==> src/rtl/usb_tx.sv <==
// USB full-speed transmitter: SYNC, PID, optional payload + CRC16, EOP, with bit stuffing and NRZI.
// First SYNC bit one cycle after accept; FIFO is popped by get_tx_packet_data, no stall once sending.
module usb_tx #(
    parameter int CLKS_PER_BIT = 4,
    parameter int MAX_PAYLOAD  = 64
) (
    input  logic       clk,
    input  logic       rst,
    input  logic [3:0] tx_packet,
    input  logic [7:0] tx_packet_data,
    input  logic [6:0] buffer_occupancy,
    output logic       get_tx_packet_data,
    output logic       dplus_out,
    output logic       dminus_out,
    output logic       tx_transfer_active,
    output logic       tx_error
);
    localparam int            CW        = (CLKS_PER_BIT > 1) ? $clog2(CLKS_PER_BIT) : 1;
    localparam logic [CW-1:0] LAST      = CW'(CLKS_PER_BIT - 1);
    localparam logic [7:0]    MAX_P     = 8'(MAX_PAYLOAD);
    localparam logic [7:0]    SYNC_BYTE = 8'h80;

    typedef enum logic [2:0] {IDLE, SYNC, PID, DATA, CRC, EOP_SE0, EOP_J} state_t;

    state_t        state, state_nxt;
    logic [3:0]    idx, idx_nxt;
    logic [CW-1:0] bit_cnt;
    logic [2:0]    ones;
    logic [7:0]    pid_byte, pid_sel, data_byte;
    logic          is_data;
    logic [6:0]    n_bytes, byte_cnt;
    logic [15:0]   crc;
    logic          level;

    logic cmd_ok, cmd_data, cmd_reject;
    logic accept, bit_end, stuff, send_bit, emit_bit, pop;

    function automatic logic [15:0] crc16_step(input logic [15:0] c, input logic b);
        return {1'b0, c[15:1]} ^ ((c[0] ^ b) ? 16'hA001 : 16'h0000);
    endfunction

    always_comb begin
        pid_sel = 8'h00;
        case (tx_packet)
            4'd1:    pid_sel = 8'hC3;
            4'd2:    pid_sel = 8'h4B;
            4'd3:    pid_sel = 8'hD2;
            4'd4:    pid_sel = 8'h5A;
            4'd5:    pid_sel = 8'h1E;
            default: pid_sel = 8'h00;
        endcase
    end

    assign cmd_ok     = (tx_packet != 4'd0) && (tx_packet <= 4'd5);
    assign cmd_data   = (tx_packet == 4'd1) || (tx_packet == 4'd2);
    assign cmd_reject = cmd_data && ({1'b0, buffer_occupancy} > MAX_P);

    assign tx_transfer_active = (state != IDLE);
    assign get_tx_packet_data = pop;

    // state/idx name the field and bit currently on the wire; a stuff bit keeps them in place
    always_comb begin
        state_nxt = state;
        idx_nxt   = idx;
        accept    = 1'b0;
        bit_end   = 1'b0;
        stuff     = 1'b0;
        send_bit  = 1'b0;
        emit_bit  = 1'b0;
        pop       = 1'b0;
        if (state == IDLE) begin
            if (cmd_ok && !cmd_reject) begin
                accept    = 1'b1;
                state_nxt = SYNC;
                idx_nxt   = 4'd0;
                send_bit  = 1'b1;
                emit_bit  = SYNC_BYTE[0];
            end
        end else if (bit_cnt == LAST) begin
            bit_end = 1'b1;
            if (ones == 3'd6) begin
                stuff = 1'b1;
            end else begin
                case (state)
                    SYNC: begin
                        if (idx == 4'd7) begin
                            state_nxt = PID;
                            idx_nxt   = 4'd0;
                        end else begin
                            idx_nxt = idx + 4'd1;
                        end
                    end
                    PID: begin
                        if (idx == 4'd7) begin
                            idx_nxt = 4'd0;
                            if (!is_data)               state_nxt = EOP_SE0;
                            else if (n_bytes == 7'd0)   state_nxt = CRC;
                            else                        state_nxt = DATA;
                        end else begin
                            idx_nxt = idx + 4'd1;
                        end
                    end
                    DATA: begin
                        if (idx == 4'd7) begin
                            idx_nxt   = 4'd0;
                            state_nxt = (byte_cnt == n_bytes - 7'd1) ? CRC : DATA;
                        end else begin
                            idx_nxt = idx + 4'd1;
                        end
                    end
                    CRC: begin
                        if (idx == 4'd15) begin
                            state_nxt = EOP_SE0;
                            idx_nxt   = 4'd0;
                        end else begin
                            idx_nxt = idx + 4'd1;
                        end
                    end
                    EOP_SE0: begin
                        if (idx == 4'd1) begin
                            state_nxt = EOP_J;
                            idx_nxt   = 4'd0;
                        end else begin
                            idx_nxt = idx + 4'd1;
                        end
                    end
                    default: begin
                        state_nxt = IDLE;
                        idx_nxt   = 4'd0;
                    end
                endcase

                pop      = (state_nxt == DATA) && (idx_nxt == 4'd0);
                send_bit = (state_nxt == SYNC) || (state_nxt == PID) ||
                           (state_nxt == DATA) || (state_nxt == CRC);
                case (state_nxt)
                    SYNC:    emit_bit = SYNC_BYTE[idx_nxt[2:0]];
                    PID:     emit_bit = pid_byte[idx_nxt[2:0]];
                    DATA:    emit_bit = pop ? tx_packet_data[0] : data_byte[idx_nxt[2:0]];
                    CRC:     emit_bit = ~crc[idx_nxt];
                    default: emit_bit = 1'b0;
                endcase
            end
        end
    end

    always_ff @(posedge clk or posedge rst) begin
        if (rst) begin
            state      <= IDLE;
            idx        <= 4'd0;
            bit_cnt    <= '0;
            ones       <= 3'd0;
            pid_byte   <= 8'h00;
            is_data    <= 1'b0;
            n_bytes    <= 7'd0;
            byte_cnt   <= 7'd0;
            data_byte  <= 8'h00;
            crc        <= 16'hFFFF;
            level      <= 1'b1;
            dplus_out  <= 1'b1;
            dminus_out <= 1'b0;
            tx_error   <= 1'b0;
        end else begin
            state    <= state_nxt;
            idx      <= idx_nxt;
            tx_error <= (state == IDLE) && cmd_ok && cmd_reject;

            if (accept) begin
                pid_byte <= pid_sel;
                is_data  <= cmd_data;
                n_bytes  <= cmd_data ? buffer_occupancy : 7'd0;
                byte_cnt <= 7'd0;
                crc      <= 16'hFFFF;
                bit_cnt  <= '0;
            end else if (state != IDLE) begin
                bit_cnt <= bit_end ? '0 : bit_cnt + 1'b1;
            end

            if (pop)
                data_byte <= tx_packet_data;
            if (bit_end && !stuff && (state == DATA) && (idx == 4'd7))
                byte_cnt <= byte_cnt + 7'd1;

            // NRZI: a logical 0 (including a stuff bit) flips the line, a 1 holds it
            if (stuff) begin
                level      <= ~level;
                dplus_out  <= ~level;
                dminus_out <= level;
                ones       <= 3'd0;
            end else if (send_bit) begin
                if (!emit_bit) begin
                    level      <= ~level;
                    dplus_out  <= ~level;
                    dminus_out <= level;
                end
                ones <= emit_bit ? ones + 3'd1 : 3'd0;
                if (state_nxt == DATA)
                    crc <= crc16_step(crc, emit_bit);
            end else if (bit_end) begin
                ones <= 3'd0;
                if (state_nxt == EOP_SE0) begin
                    dplus_out  <= 1'b0;
                    dminus_out <= 1'b0;
                end else begin
                    dplus_out  <= 1'b1;
                    dminus_out <= 1'b0;
                    level      <= 1'b1;
                end
            end
        end
    end
endmodule

==> config.mk <==
export PLATFORM = sky130hd
export DESIGN_NAME = usb_tx
export DESIGN_NICKNAME = d
export VERILOG_FILES = /design/src/rtl/usb_tx.sv
export SDC_FILE = /design/constraint.sdc
export NUM_CORES = 1
export LEC_CHECK = 0
export ABC_AREA = 1
export BUFFER_PORTS_ARGS = -buffer_cell sky130_fd_sc_hd__clkbuf_2
export CAP_MARGIN = 20
export CELL_PAD_IN_SITES_DETAIL_PLACEMENT = 1
export CELL_PAD_IN_SITES_GLOBAL_PLACEMENT = 2
export CORE_UTILIZATION = 32
export CTS_CLUSTER_SIZE = 40
export DETAILED_ROUTE_END_ITERATION = 10
export GPL_ROUTABILITY_DRIVEN = 1
export GPL_TIMING_DRIVEN = 0
export PLACE_DENSITY = 0.76
export SYNTH_ARGS = -nofsm -noshare
export SYNTH_HDL_FRONTEND = slang
export SYNTH_SLANG_ARGS = --single-unit
==> constraint.sdc <==
create_clock -name clk -period 2.5 [get_ports clk]
set_input_delay 0.375 -clock clk [delete_from_list [all_inputs] [get_ports clk]]
set_output_delay 0.375 -clock clk [all_outputs]
set_load 0.02 [all_outputs]
After elaboration in Yosys (flattened, before gate mapping)

Memories as Yosys holds them, arrays and structs flattened.
Index checks and enable logic that the tools add are counted.

Flip-flop bits (word level): 63
Latch bits: 0
Memory bits (writable): 0
Memory bits (read-only): 8
Input bits: 21
Output and inout port bits: 5
Word-level logic and storage cells: 163
Memories kept: 1

Memory list:

| name             | depth | bits a word | rd ports | clocked after Yosys merged registers in | write ports | RTL line | text |
|---|---|---|---|---|---|---|---|
| (name not given) | 8     | 1           | 1        | 0                                       | 0           | 137      | `SYNC: emit_bit = SYNC_BYTE[idx_nxt[2:0]];` |

Add/sub/neg operators: 5
Multiply operators: 0
Divide/modulo/power cells: 0
Order comparisons: 4
Equal/unequal tests: 26
Shift-type cells: 0
Multiplexer cells: 81
Bitwise logic cells: 4
Reduce and logical (&&, ||, !) cells: 28

Operators by type and width:

| cell                  | number |
|---|---|
| $mux W16              | 5 |
| $mux W3               | 19 |
| $mux W4               | 10 |
| $pmux W8 S5           | 1 |
| $mux W1               | 34 |
| $mux W7               | 3 |
| $xor A15 B16 Y16      | 1 |
| $eq A3 B2 Y1 const B  | 5 |
| $eq A3 B3 Y1 const B  | 5 |
| $pmux W3 S5           | 1 |
| $eq A4 B3 Y1 const B  | 3 |
| $pmux W4 S3           | 1 |
| $logic_and A1 B1 Y1   | 9 |
| $eq A4 B1 Y1 const B  | 2 |
| $eq A4 B2 Y1 const B  | 2 |
| $add A7 B1 Y7 const B | 1 |
| $eq A7 B7 Y1          | 1 |
| $gt A7 B7 Y1 const B  | 1 |
| $logic_not A7 Y1      | 1 |
| $sub A7 B1 Y7 const B | 1 |
| $bmux W1 S3           | 2 |
| $eq A3 B1 Y1 const B  | 2 |
| $mux W2               | 3 |
| $ne A3 B3 Y1 const B  | 2 |
| other kinds (24)      | 33 |

Depth between registers and ports, before layout

Gate-level depths: netlist of the first run.

Depth after elaboration: 21
Depth in mapped cells: 23
Mapped depth without buffers: 23

Worst setup path before layout of the first run

Ideal clock, no wire load.

Path kind: reg2out
From: reg idx[0]
To: out get_tx_packet_data
Arrival time: 2.034 ns
Required time: 2.125 ns
Path slack: 0.091 ns
Stages on the path, launching flop included: 13
Path buffers: 1
Cells stage by stage: dfrtp_1 -> ha_1 -> nand2_1 -> nor2_2 -> nor2_1 -> a211oi_2 -> a21oi_2 -> o21ai_0 -> nand4_1 -> inv_1 -> nand3_1 -> inv_1 -> buf_2

Word-level cells in the longest chain between the ends: 11
Elaborated cells on any way between the ends: 26
Those cells by class: add/sub (1); eq/ne (4); mux (19); reduce/logical (2)

Ends and longest elaborated chain:

| element                                                 | RTL line | text |
|---|---|---|
| start, declared                                         | 26       | `logic [3:0] idx, idx_nxt;` |
| start signal, assigned                                  | 165      | `idx <= idx_nxt;` |
| $add A4 B1 Y4, or another cell as far along             | -        |  |
| $mux W4, or another cell as far along                   | 120      | `if (idx == 4'd1) begin` |
| $pmux W4 S3 / $pmux W3 S5 (equally long branches)       | 84       | `case (state)` |
| $mux W4 / $mux W3 (equally long branches)               | 81       | `if (ones == 3'd6) begin` |
| $mux W4 / $mux W3 (equally long branches)               | 79       | `end else if (bit_cnt == LAST) begin` |
| $mux W4 / $mux W3 (equally long branches)               | 71       | `if (state == IDLE) begin` |
| $logic_not A4 Y1 / $eq A3 B2 Y1 (equally long branches) | 133      | `pop = (state_nxt == DATA) && (idx_nxt == 4'd0);` |
| $logic_and A1 B1 Y1 (*)                                 | 133      |  |
| $mux W1 (*)                                             | 81       |  |
| $mux W1 (*)                                             | 79       |  |
| $mux W1 (*)                                             | 71       |  |
| end, declared                                           | 12       | `output logic get_tx_packet_data,` |

Mark *: on every way between the ends. The rest lies on a longest branch, timed or not. The select of a mux whose other input is x is not followed.

Worst setup path after layout of the first run

From: reg n_bytes[1]
To: reg crc[12]

Elaborated cells on any way between the ends: 29
Those cells by class: add/sub (1); eq/ne (6); mux (18); reduce/logical (4)

RTL lines:

| element                                                  | RTL line | text |
|---|---|---|
| start, declared                                          | 31       | `logic [6:0] n_bytes, byte_cnt;` |
| start signal, assigned                                   | 171      | `n_bytes <= cmd_data ? buffer_occupancy : 7'd0;` |
| $sub A7 B1 Y7 / $logic_not A7 Y1 (equally long branches) | 106, 97  |  |
| $eq A7 B7 Y1 / $mux W3 (equally long branches)           | 106, 97  |  |
| $mux W3 (on tied branches)                               | 106, 96  |  |
| $mux W3 (on tied branches)                               | 104, 94  |  |
| $pmux W3 S5 (*)                                          | 84       |  |
| $mux W3 (*)                                              | 81       |  |
| $mux W3 (*)                                              | 79       |  |
| $mux W3 (*)                                              | 71       |  |
| $mux W3 (*)                                              | 81       |  |
| $mux W3 (*)                                              | 79       |  |
| $mux W3 (*)                                              | 71       |  |
| named net state_nxt[0]                                   | 25       | `state_t state, state_nxt;` |
| $eq A3 B2 Y1 (*)                                         | 197      | `if (state_nxt == DATA)` |
| $mux W16 (*)                                             | 197      |  |
| $mux W16 (*)                                             | 190      | `end else if (send_bit) begin` |
| $mux W16 (*)                                             | 185      | `if (stuff) begin` |
| end signal, assigned                                     | 198      | `crc <= crc16_step(crc, emit_bit);` |
| end, declared                                            | 32       | `logic [15:0] crc;` |

The timed path passes the listed nets; every way through them passes the cells marked *. The select of a mux whose other input is x is not followed.
A chain may end at the register's enable or synchronous reset.

==> impl_metrics.prom, run 1 <==
# TYPE chip_impl_metric gauge
chip_impl_metric{name="sequentialPowerShare",unit="%"} 27.8
chip_impl_metric{name="clock_latency",unit="ns"} 0.35
chip_impl_metric{name="numPortBuffers",unit=""} 25
chip_impl_metric{name="async_reset_ff_share",unit="%"} 100
chip_impl_metric{name="die_area",unit="µm²"} 12700
chip_impl_metric{name="initial_core_util",unit="%"} 32.7
chip_impl_metric{name="cts_buffer_depth",unit=""} 2
chip_impl_metric{name="syn-cell-area",unit="µm²"} 3930
chip_impl_metric{name="placement.cell_area",unit="µm²"} 4240
chip_impl_metric{name="arrival",unit="ns"} 2.90
chip_impl_metric{name="required",unit="ns"} 2.77
chip_impl_metric{name="cts.reportedPaths.clkPinSlew",unit="ns"} 0.05
chip_impl_metric{name="core_area",unit="µm²"} 12000
chip_impl_info{name="kind_of_start_point_of_the_critical_path",value="flip-flop"} 1
chip_impl_metric{name="drtPass1Iterations",unit=""} 4
chip_impl_metric{name="hpwl",unit="mm"} 8.70
chip_impl_info{name="synth_ff_type",value="sky130_fd_sc_hd__dfrtp_1"} 1
chip_impl_metric{name="io_pins",unit=""} 26
chip_impl_info{name="synth.top_cells.by_area",value="sky130_fd_sc_hd__dfrtp_1, sky130_fd_sc_hd__nand2_1, sky130_fd_sc_hd__dfstp_2"} 1
chip_impl_metric{name="detail_route.wirelength",unit="mm"} 12.2
chip_impl_metric{name="yosysSeqAreaShare",unit="%"} 40.1
chip_impl_metric{name="power.net_switching",unit="mW"} 2.41
chip_impl_metric{name="yosys_warns",unit=""} 0
chip_impl_metric{name="antenna_found_initial",unit=""} 0
chip_impl_metric{name="clock_sinks",unit=""} 62
chip_impl_metric{name="report.final.setup_viol",unit=""} 20
chip_impl_metric{name="cts_htree_levels",unit=""} 3
chip_impl_metric{name="drive_gt1_share",unit="%"} 29.9
chip_impl_metric{name="r2r_setup_slack",unit="ns"} -0.14
chip_impl_metric{name="p_int",unit="mW"} 3.18
chip_impl_metric{name="synth.lib_cells_used.distinct",unit=""} 42
chip_impl_metric{name="number_of_enable_flip_flop_cells_after_synthesis",unit=""} 0
chip_impl_metric{name="fmax",unit="GHz"} 0.379
chip_impl_info{name="timing.hold.worst.class",value="input port to async pin"} 1
chip_impl_metric{name="finalSetupTns",unit="ns"} -1.68
chip_impl_metric{name="min_period",unit="ns"} 2.64
chip_impl_metric{name="detailedRoute.firstIterationViolations",unit=""} 171
chip_impl_info{name="synthTopCellsByCount",value="sky130_fd_sc_hd__nand2_1, sky130_fd_sc_hd__inv_1, sky130_fd_sc_hd__nand3_1"} 1
chip_impl_metric{name="timing.reg2reg.worst_path_depth",unit=""} 20
chip_impl_metric{name="num_vias",unit=""} 3741
chip_impl_metric{name="chipWidth",unit="µm"} 113
chip_impl_metric{name="yosys.area_share.xor_xnor",unit="%"} 1.78
chip_impl_info{name="result_of_the_run",value="finished, violations left"} 1
chip_impl_metric{name="grtUsageTotal",unit="%"} 20.1
chip_impl_metric{name="detail_route.wl_per_cell",unit="µm"} 16.2
chip_impl_metric{name="timing.final.crit_share",unit="%"} 105
chip_impl_metric{name="power.ir.vdd_worst",unit="µV"} 417
chip_impl_metric{name="post_synth_and_or_nand_nor_area_fraction",unit="%"} 33.3
chip_impl_metric{name="number_of_design_rule_violations_left_after_detail_routing",unit=""} 0
chip_impl_metric{name="p_clk_share",unit="%"} 24.2
chip_impl_metric{name="insertedDiodeCount",unit=""} 0
chip_impl_metric{name="yosys.area_share.adder",unit="%"} 2.55
chip_impl_metric{name="maxCapViolations",unit=""} 0
chip_impl_info{name="tritoncts_clock_tree",value="yes"} 1
chip_impl_metric{name="numCtsBuffers",unit=""} 9
chip_impl_metric{name="final.setup_skew",unit="ns"} 0.0101
chip_impl_info{name="critical_path_end_type",value="flip-flop"} 1
chip_impl_metric{name="via_count_of_the_first_global_routing_pass",unit=""} 3831
chip_impl_metric{name="final_nets",unit=""} 629
chip_impl_metric{name="worst_pin_slew",unit="ns"} 0.820
chip_impl_metric{name="synth-seq-cells",unit=""} 62
chip_impl_metric{name="syn_inst",unit=""} 545
chip_impl_info{name="post-synth-top-count-cell",value="sky130_fd_sc_hd__nand2_1"} 1
chip_impl_metric{name="postLayoutCellArea",unit="µm²"} 5110
chip_impl_metric{name="synthesis.area_per_instance",unit="µm²"} 7.21
chip_impl_metric{name="globalRouteOverflowTotal",unit=""} 0
chip_impl_metric{name="maximum_number_of_pins_on_one_net_before_global_route_repair",unit=""} 63
chip_impl_info{name="rsz_0062_raised_after_global_routing",value="yes"} 1
chip_impl_info{name="cts-root-buf",value="sky130_fd_sc_hd__clkbuf_16"} 1
chip_impl_info{name="failing_checks",value="negative setup slack"} 1
chip_impl_metric{name="vias_per_cell",unit=""} 4.97
chip_impl_info{name="synth_top_family_by_area",value="simple AND/OR/NAND/NOR gates"} 1
chip_impl_metric{name="final_hold_viol_count",unit=""} 0
chip_impl_metric{name="gp_congestion",unit=""} 0.794
chip_impl_metric{name="worst-path-max-fanout",unit=""} 10
chip_impl_metric{name="syn_to_final_growth",unit="%"} 30.2
chip_impl_info{name="crit_type",value="flip-flop to flip-flop"} 1
chip_impl_metric{name="swShare",unit="%"} 43.1
chip_impl_metric{name="floorplan.die.height",unit="µm"} 113
chip_impl_metric{name="yosys-mux-area-fraction",unit="%"} 0
chip_impl_metric{name="cellPowerDensity",unit="nW/µm²"} 1090
chip_impl_metric{name="synth_top_area_share",unit="%"} 28.0
chip_impl_metric{name="worst_slack",unit="ns"} -0.136
chip_impl_metric{name="timing.max_slew.rel_slack",unit="%"} 45.3
chip_impl_info{name="yosys.area.top_type",value="sky130_fd_sc_hd__dfrtp_1"} 1
chip_impl_metric{name="synth-compound-area-share",unit="%"} 11.6
chip_impl_metric{name="finish.utilization",unit="%"} 42.6
chip_impl_metric{name="rows",unit=""} 40
chip_impl_metric{name="slew_viol_final",unit=""} 0
chip_impl_metric{name="ant_nets",unit=""} 0
chip_impl_metric{name="power_frac_comb",unit="%"} 48.0
chip_impl_metric{name="synth.net_count",unit=""} 574
chip_impl_metric{name="p_leak",unit="nW"} 2.52
chip_impl_metric{name="global_route_wire_length_before_repair",unit="mm"} 19.7
[per-layer routing]
metal  wire length [µm]  GRT usage (%)
met5                  0              0
met4                189           7.29
met3                318           3.43
met2               5660           32.2
met1               6000           27.3
[power groups by stage]
stage / combinational, mW / clock, mW / sequential, mW
2_1_floorplan: 1.71 / 0 / 1.50
3_3_place_gp: 2.20 / 0 / 1.56
3_5_place_dp: 2.27 / 0 / 1.57
4_1_cts: 2.51 / 1.38 / 1.55
5_1_grt: 3.04 / 1.42 / 1.59
6_report: 2.68 / 1.35 / 1.56
[cell type report]
cell class	count	area, µm²
fill	1480	6900
multi-input combinational	382	2250
sequential	62	1580
inverter	87	343
timing repair buffer	45	324
clock buffer	13	280
tap	147	184
buffer	12	115
clock inverter	3	40.0
timing repair inverter	1	5.00
[worst max-delay path, cell delays in order, from the launching register on]
cell and delay, ns:
sky130_fd_sc_hd__dfrtp_1 0.37, sky130_fd_sc_hd__inv_2 0.06, sky130_fd_sc_hd__ha_4 0.27, sky130_fd_sc_hd__inv_2 0.03, sky130_fd_sc_hd__nand2_1 0.04, sky130_fd_sc_hd__nand2_1 0.04, sky130_fd_sc_hd__nor2_1 0.11, sky130_fd_sc_hd__nand3_1 0.12
sky130_fd_sc_hd__nor2_4 0.19, sky130_fd_sc_hd__nand3_4 0.10, sky130_fd_sc_hd__buf_4 0.15, sky130_fd_sc_hd__a21oi_2 0.16, sky130_fd_sc_hd__nand2_1 0.09, sky130_fd_sc_hd__o21ai_2 0.08, sky130_fd_sc_hd__inv_2 0.05, sky130_fd_sc_hd__nand2_1 0.11
sky130_fd_sc_hd__nor2_4 0.08, sky130_fd_sc_hd__nand2_4 0.11, sky130_fd_sc_hd__buf_4 0.17, sky130_fd_sc_hd__nor2_1 0.09, sky130_fd_sc_hd__a31oi_4 0.14
[registers in the layout, indices dropped and copies added (netlist names)]
name and cells:
bit_cnt 2, byte_cnt 7, crc 16, data_byte 8, dminus_out 1, dplus_out 1
idx 4, is_data 1, level 1, n_bytes 7, ones 3, pid_byte 7
state 3, tx_error 1
[stage by stage]
| step | worst slack (ns) | total power [mW] | instances | hold WS, ns |
|---|---|---|---|---|
| after floorplan | 0.0911 | 3.21 | 545 | 0.439 |
| after global placement | -0.756 | 3.76 | 717 | 0.449 |
| after detailed placement | -0.712 | 3.84 | 717 | 0.456 |
| after CTS | -0.231 | 5.44 | 744 | 0.221 |
| after global routing | -0.307 | 6.06 | 752 | 0.245 |
| final | -0.136 | 5.59 | 752 | 0.180 |
[cell families (layout without fill, tap and decap cells)]
logic type      after synthesis  in the layout
simple gates                293            293
fa+ha+maj                     8              8
xor+xnor                      8              8
flops                        62             62
compound gates               73             73
buf+inv                     101            161
[repair_timing]
action,4_1_cts,5_1_grt
setup buffers,11,7
pin swaps,12,19
hold buffers,0,0
setup endpoints to repair,42,37
cloned,0,3
gates resized for setup,34,64
[cell usage in the layout (no fill, tap or decap), types with 7 or more instances in the layout]
cell type	instances
sky130_fd_sc_hd__nand2_1	129
sky130_fd_sc_hd__inv_1	65
sky130_fd_sc_hd__nand3_1	58
sky130_fd_sc_hd__nor2_1	50
sky130_fd_sc_hd__dfrtp_1	42
sky130_fd_sc_hd__clkbuf_2	25
sky130_fd_sc_hd__buf_4	22
sky130_fd_sc_hd__dfstp_2	18
sky130_fd_sc_hd__o21ai_0	17
sky130_fd_sc_hd__inv_2	16
sky130_fd_sc_hd__clkbuf_16	11
sky130_fd_sc_hd__nand2_2	10
sky130_fd_sc_hd__a21oi_1	10
sky130_fd_sc_hd__o21ai_1	10
sky130_fd_sc_hd__nor2_4	9
sky130_fd_sc_hd__nor2_2	8
sky130_fd_sc_hd__nand3_2	7
[final timing paths]
kind                                   start           end
setup / recovery                  n_bytes[1]       crc[12]
hold / removal                           rst   byte_cnt[3]
setup reg to reg                  n_bytes[1]       crc[12]
hold reg to reg                    dplus_out     dplus_out
max in group asynchronous                rst        idx[0]
min in group clk           tx_packet_data[1]  data_byte[1]
Power figures use the tool's default switching activity.
==> run 2: changes to the inputs <==
MAX_ROUTING_LAYER = met4   (was default)
==> run 2 against run 1 <==
  * The flow still finishes with violations (negative setup slack)
  * Register-to-register slack hardly changed
  * Clock skew hardly changed
  * Via count increased by 0.32%
  * Critical path depth stayed put
  * Flip-flop and latch count is the same
  * Sequential power about the same
  * Worst setup slack got worse by 0.0014 ns
  * Wire length up 0.36%
  * Core utilization stayed put
  * Cell area stayed put
  * Largest cell class unchanged
  * Highest routed layer unchanged
==> impl_metrics.prom, run 2 (synthesized netlist as in run 1, its figures left out) <==
# TYPE chip_impl_metric gauge
chip_impl_metric{name="final_nets",unit=""} 629
chip_impl_metric{name="rows",unit=""} 40
chip_impl_metric{name="globalRouteOverflowTotal",unit=""} 0
chip_impl_metric{name="numPortBuffers",unit=""} 25
chip_impl_metric{name="drive_gt1_share",unit="%"} 29.9
chip_impl_metric{name="min_period",unit="ns"} 2.64
chip_impl_metric{name="finalSetupTns",unit="ns"} -1.76
chip_impl_metric{name="via_count_of_the_first_global_routing_pass",unit=""} 3821
chip_impl_metric{name="timing.max_slew.rel_slack",unit="%"} 45.3
chip_impl_metric{name="p_int",unit="mW"} 3.18
chip_impl_metric{name="floorplan.die.height",unit="µm"} 113
chip_impl_metric{name="fmax",unit="GHz"} 0.379
chip_impl_metric{name="power.net_switching",unit="mW"} 2.42
chip_impl_info{name="result_of_the_run",value="finished, violations left"} 1
chip_impl_info{name="critical_path.cell_chain",value="inv_2 -> ha_4 -> inv_2 -> nand2_1 -> nand2_1 -> nor2_1 -> nand3_1 -> nor2_4 -> nand3_4 -> buf_4 -> a21oi_2 -> nand2_1 -> o21ai_2 -> inv_2 -> nand2_1 -> nor2_4 -> nand2_4 -> buf_4 -> nor2_1 -> a31oi_4"} 1
chip_impl_metric{name="hold_slack",unit="ns"} 0.180
chip_impl_metric{name="worst_slack",unit="ns"} -0.137
chip_impl_metric{name="gp_congestion",unit=""} 0.805
chip_impl_metric{name="cts.reportedPaths.clkPinSlew",unit="ns"} 0.05
chip_impl_metric{name="post_cts_hold_buffer_count",unit=""} 0
chip_impl_metric{name="arrival",unit="ns"} 2.91
chip_impl_metric{name="sequentialPowerShare",unit="%"} 27.8
chip_impl_metric{name="io_pins",unit=""} 26
chip_impl_metric{name="initial_core_util",unit="%"} 32.7
chip_impl_metric{name="number_of_design_rule_violations_left_after_detail_routing",unit=""} 0
chip_impl_metric{name="detail_route.wirelength",unit="mm"} 12.2
chip_impl_info{name="max_flop_register",value="crc"} 1
chip_impl_metric{name="report.final.setup_viol",unit=""} 20
chip_impl_metric{name="maxCapViolations",unit=""} 0
chip_impl_metric{name="syn_to_final_growth",unit="%"} 30.2
chip_impl_metric{name="power_frac_comb",unit="%"} 48.1
chip_impl_info{name="critical_path_end_type",value="flip-flop"} 1
chip_impl_info{name="kind_of_start_point_of_the_critical_path",value="flip-flop"} 1
chip_impl_metric{name="final.setup_skew",unit="ns"} 0.0101
chip_impl_metric{name="grtUsageTotal",unit="%"} 20.7
chip_impl_metric{name="cts_htree_levels",unit=""} 3
chip_impl_metric{name="clock_latency",unit="ns"} 0.35
chip_impl_metric{name="detailedRoute.firstIterationViolations",unit=""} 183
chip_impl_info{name="cpLargestDelayFamily",value="simple AND/OR/NAND/NOR gates"} 1
chip_impl_metric{name="detail_route.wl_per_cell",unit="µm"} 16.2
chip_impl_info{name="timing.hold.worst.class",value="input port to async pin"} 1
chip_impl_info{name="crit_type",value="flip-flop to flip-flop"} 1
chip_impl_metric{name="worst-path-max-fanout",unit=""} 10
chip_impl_metric{name="drtPass1Iterations",unit=""} 4
chip_impl_info{name="reg_top3",value="crc (16), data_byte (8)"} 1
chip_impl_metric{name="ant_nets",unit=""} 0
chip_impl_metric{name="slew_viol_final",unit=""} 0
chip_impl_metric{name="maximum_number_of_pins_on_one_net_before_global_route_repair",unit=""} 63
chip_impl_metric{name="critical_path.n_buffers_inverters",unit=""} 5
chip_impl_info{name="mostFrequentLayoutCell",value="sky130_fd_sc_hd__nand2_1"} 1
chip_impl_info{name="critical-path-top-cell-by-count",value="sky130_fd_sc_hd__nand2_1"} 1
chip_impl_info{name="rsz_0062_raised_after_global_routing",value="yes"} 1
chip_impl_info{name="cts-root-buf",value="sky130_fd_sc_hd__clkbuf_16"} 1
chip_impl_metric{name="place_inst",unit=""} 717
chip_impl_metric{name="power.ir.vdd_worst",unit="µV"} 420
chip_impl_metric{name="cellPowerDensity",unit="nW/µm²"} 1100
chip_impl_metric{name="hpwl",unit="mm"} 8.70
chip_impl_metric{name="final.fill_count",unit=""} 1480
chip_impl_info{name="crit_path_top_delay_cell",value="sky130_fd_sc_hd__dfrtp_1"} 1
chip_impl_metric{name="global_route_wire_length_before_repair",unit="mm"} 19.7
chip_impl_metric{name="required",unit="ns"} 2.77
chip_impl_metric{name="p_leak",unit="nW"} 2.52
chip_impl_info{name="layout_common_cells",value="sky130_fd_sc_hd__nand2_1, sky130_fd_sc_hd__inv_1, sky130_fd_sc_hd__nand3_1"} 1
chip_impl_metric{name="cts_buffer_depth",unit=""} 2
chip_impl_metric{name="die_area",unit="µm²"} 12700
chip_impl_metric{name="finish.utilization",unit="%"} 42.6
chip_impl_metric{name="clock_sinks",unit=""} 62
chip_impl_metric{name="p_clk_share",unit="%"} 24.1
chip_impl_metric{name="numCtsBuffers",unit=""} 9
chip_impl_metric{name="core_area",unit="µm²"} 12000
chip_impl_metric{name="swShare",unit="%"} 43.3
chip_impl_metric{name="insertedDiodeCount",unit=""} 0
chip_impl_metric{name="final_hold_viol_count",unit=""} 0
chip_impl_metric{name="finish.cell_count_without_fillers",unit=""} 752
chip_impl_metric{name="largest_register_ff_count",unit=""} 16
chip_impl_metric{name="num_vias",unit=""} 3753
chip_impl_info{name="failing_checks",value="negative setup slack"} 1
chip_impl_metric{name="cpPeakStageDelay",unit="ns"} 0.37
chip_impl_metric{name="vias_per_cell",unit=""} 4.99
chip_impl_metric{name="antenna_found_initial",unit=""} 0
chip_impl_metric{name="timing.final.crit_share",unit="%"} 105
chip_impl_info{name="tritoncts_clock_tree",value="yes"} 1
chip_impl_metric{name="chipWidth",unit="µm"} 113
chip_impl_metric{name="worst_pin_slew",unit="ns"} 0.821
-- run 2: cell counts in the layout (fill, tap and decap cells not counted) --
Identical to the previous run, type by type.
-- run 2: power by group through the flow --
stage / clock network, mW / registers, mW / logic, mW
after floorplan: 0 / 1.50 / 1.71
after global placement: 0 / 1.56 / 2.20
after detailed placement: 0 / 1.57 / 2.27
after CTS: 1.38 / 1.55 / 2.51
after global routing: 1.42 / 1.59 / 3.04
final: 1.35 / 1.56 / 2.69
-- run 2: per-layer routing --
| metal | GRT usage, % | routed length [µm] | vias up |
|---|---|---|---|
| met5 | - | 0 | - |
| met4 | 7.29 | 193 | 0 |
| met3 | 3.43 | 394 | 16 |
| met2 | 32.2 | 5650 | 54 |
| met1 | 27.4 | 5980 | 1825 |
| li1 | - | - | 1858 |
-- run 2: final cells by class --
cell class | count | area [µm²] | area share [%]
repair inverters | 1 | 5.00 | 0.0979
clock buffers | 13 | 280 | 5.48
repair buffers | 45 | 324 | 6.34
multi-input cells | 382 | 2250 | 43.9
well taps | 147 | 184 | 3.60
inverters | 87 | 343 | 6.70
flip-flops and latches | 62 | 1580 | 30.8
clock inverters | 3 | 40.0 | 0.783
plain buffers | 12 | 115 | 2.25
-- run 2: worst paths after layout --
path                                   start            to  slack [ns]  cells after the start
max                               n_bytes[1]       crc[12]       -0.14                     20
min                                      rst   byte_cnt[3]        0.18                      2
max reg2reg                       n_bytes[1]       crc[12]       -0.14                     20
min reg2reg                        dplus_out     dplus_out        0.47                      2
max in group asynchronous                rst        idx[0]        1.74                      2
min in group clk           tx_packet_data[1]  data_byte[1]        0.23                      3
-- run 2: through the flow --
step	power [mW]	area [µm²]	setup WS, ns
6_report	5.60	5110	-0.137
5_1_grt	6.05	5110	-0.306
4_1_cts	5.44	4750	-0.231
3_5_place_dp	3.84	4240	-0.712
3_3_place_gp	3.76	4240	-0.756
2_1_floorplan	3.21	3930	0.0911
-- run 2: repair_timing --
item	in CTS	in global routing
endpoints found under the setup margin	42	37
resized for setup	34	64
buffers inserted	11	7
cloned	0	3
pin swaps	12	19
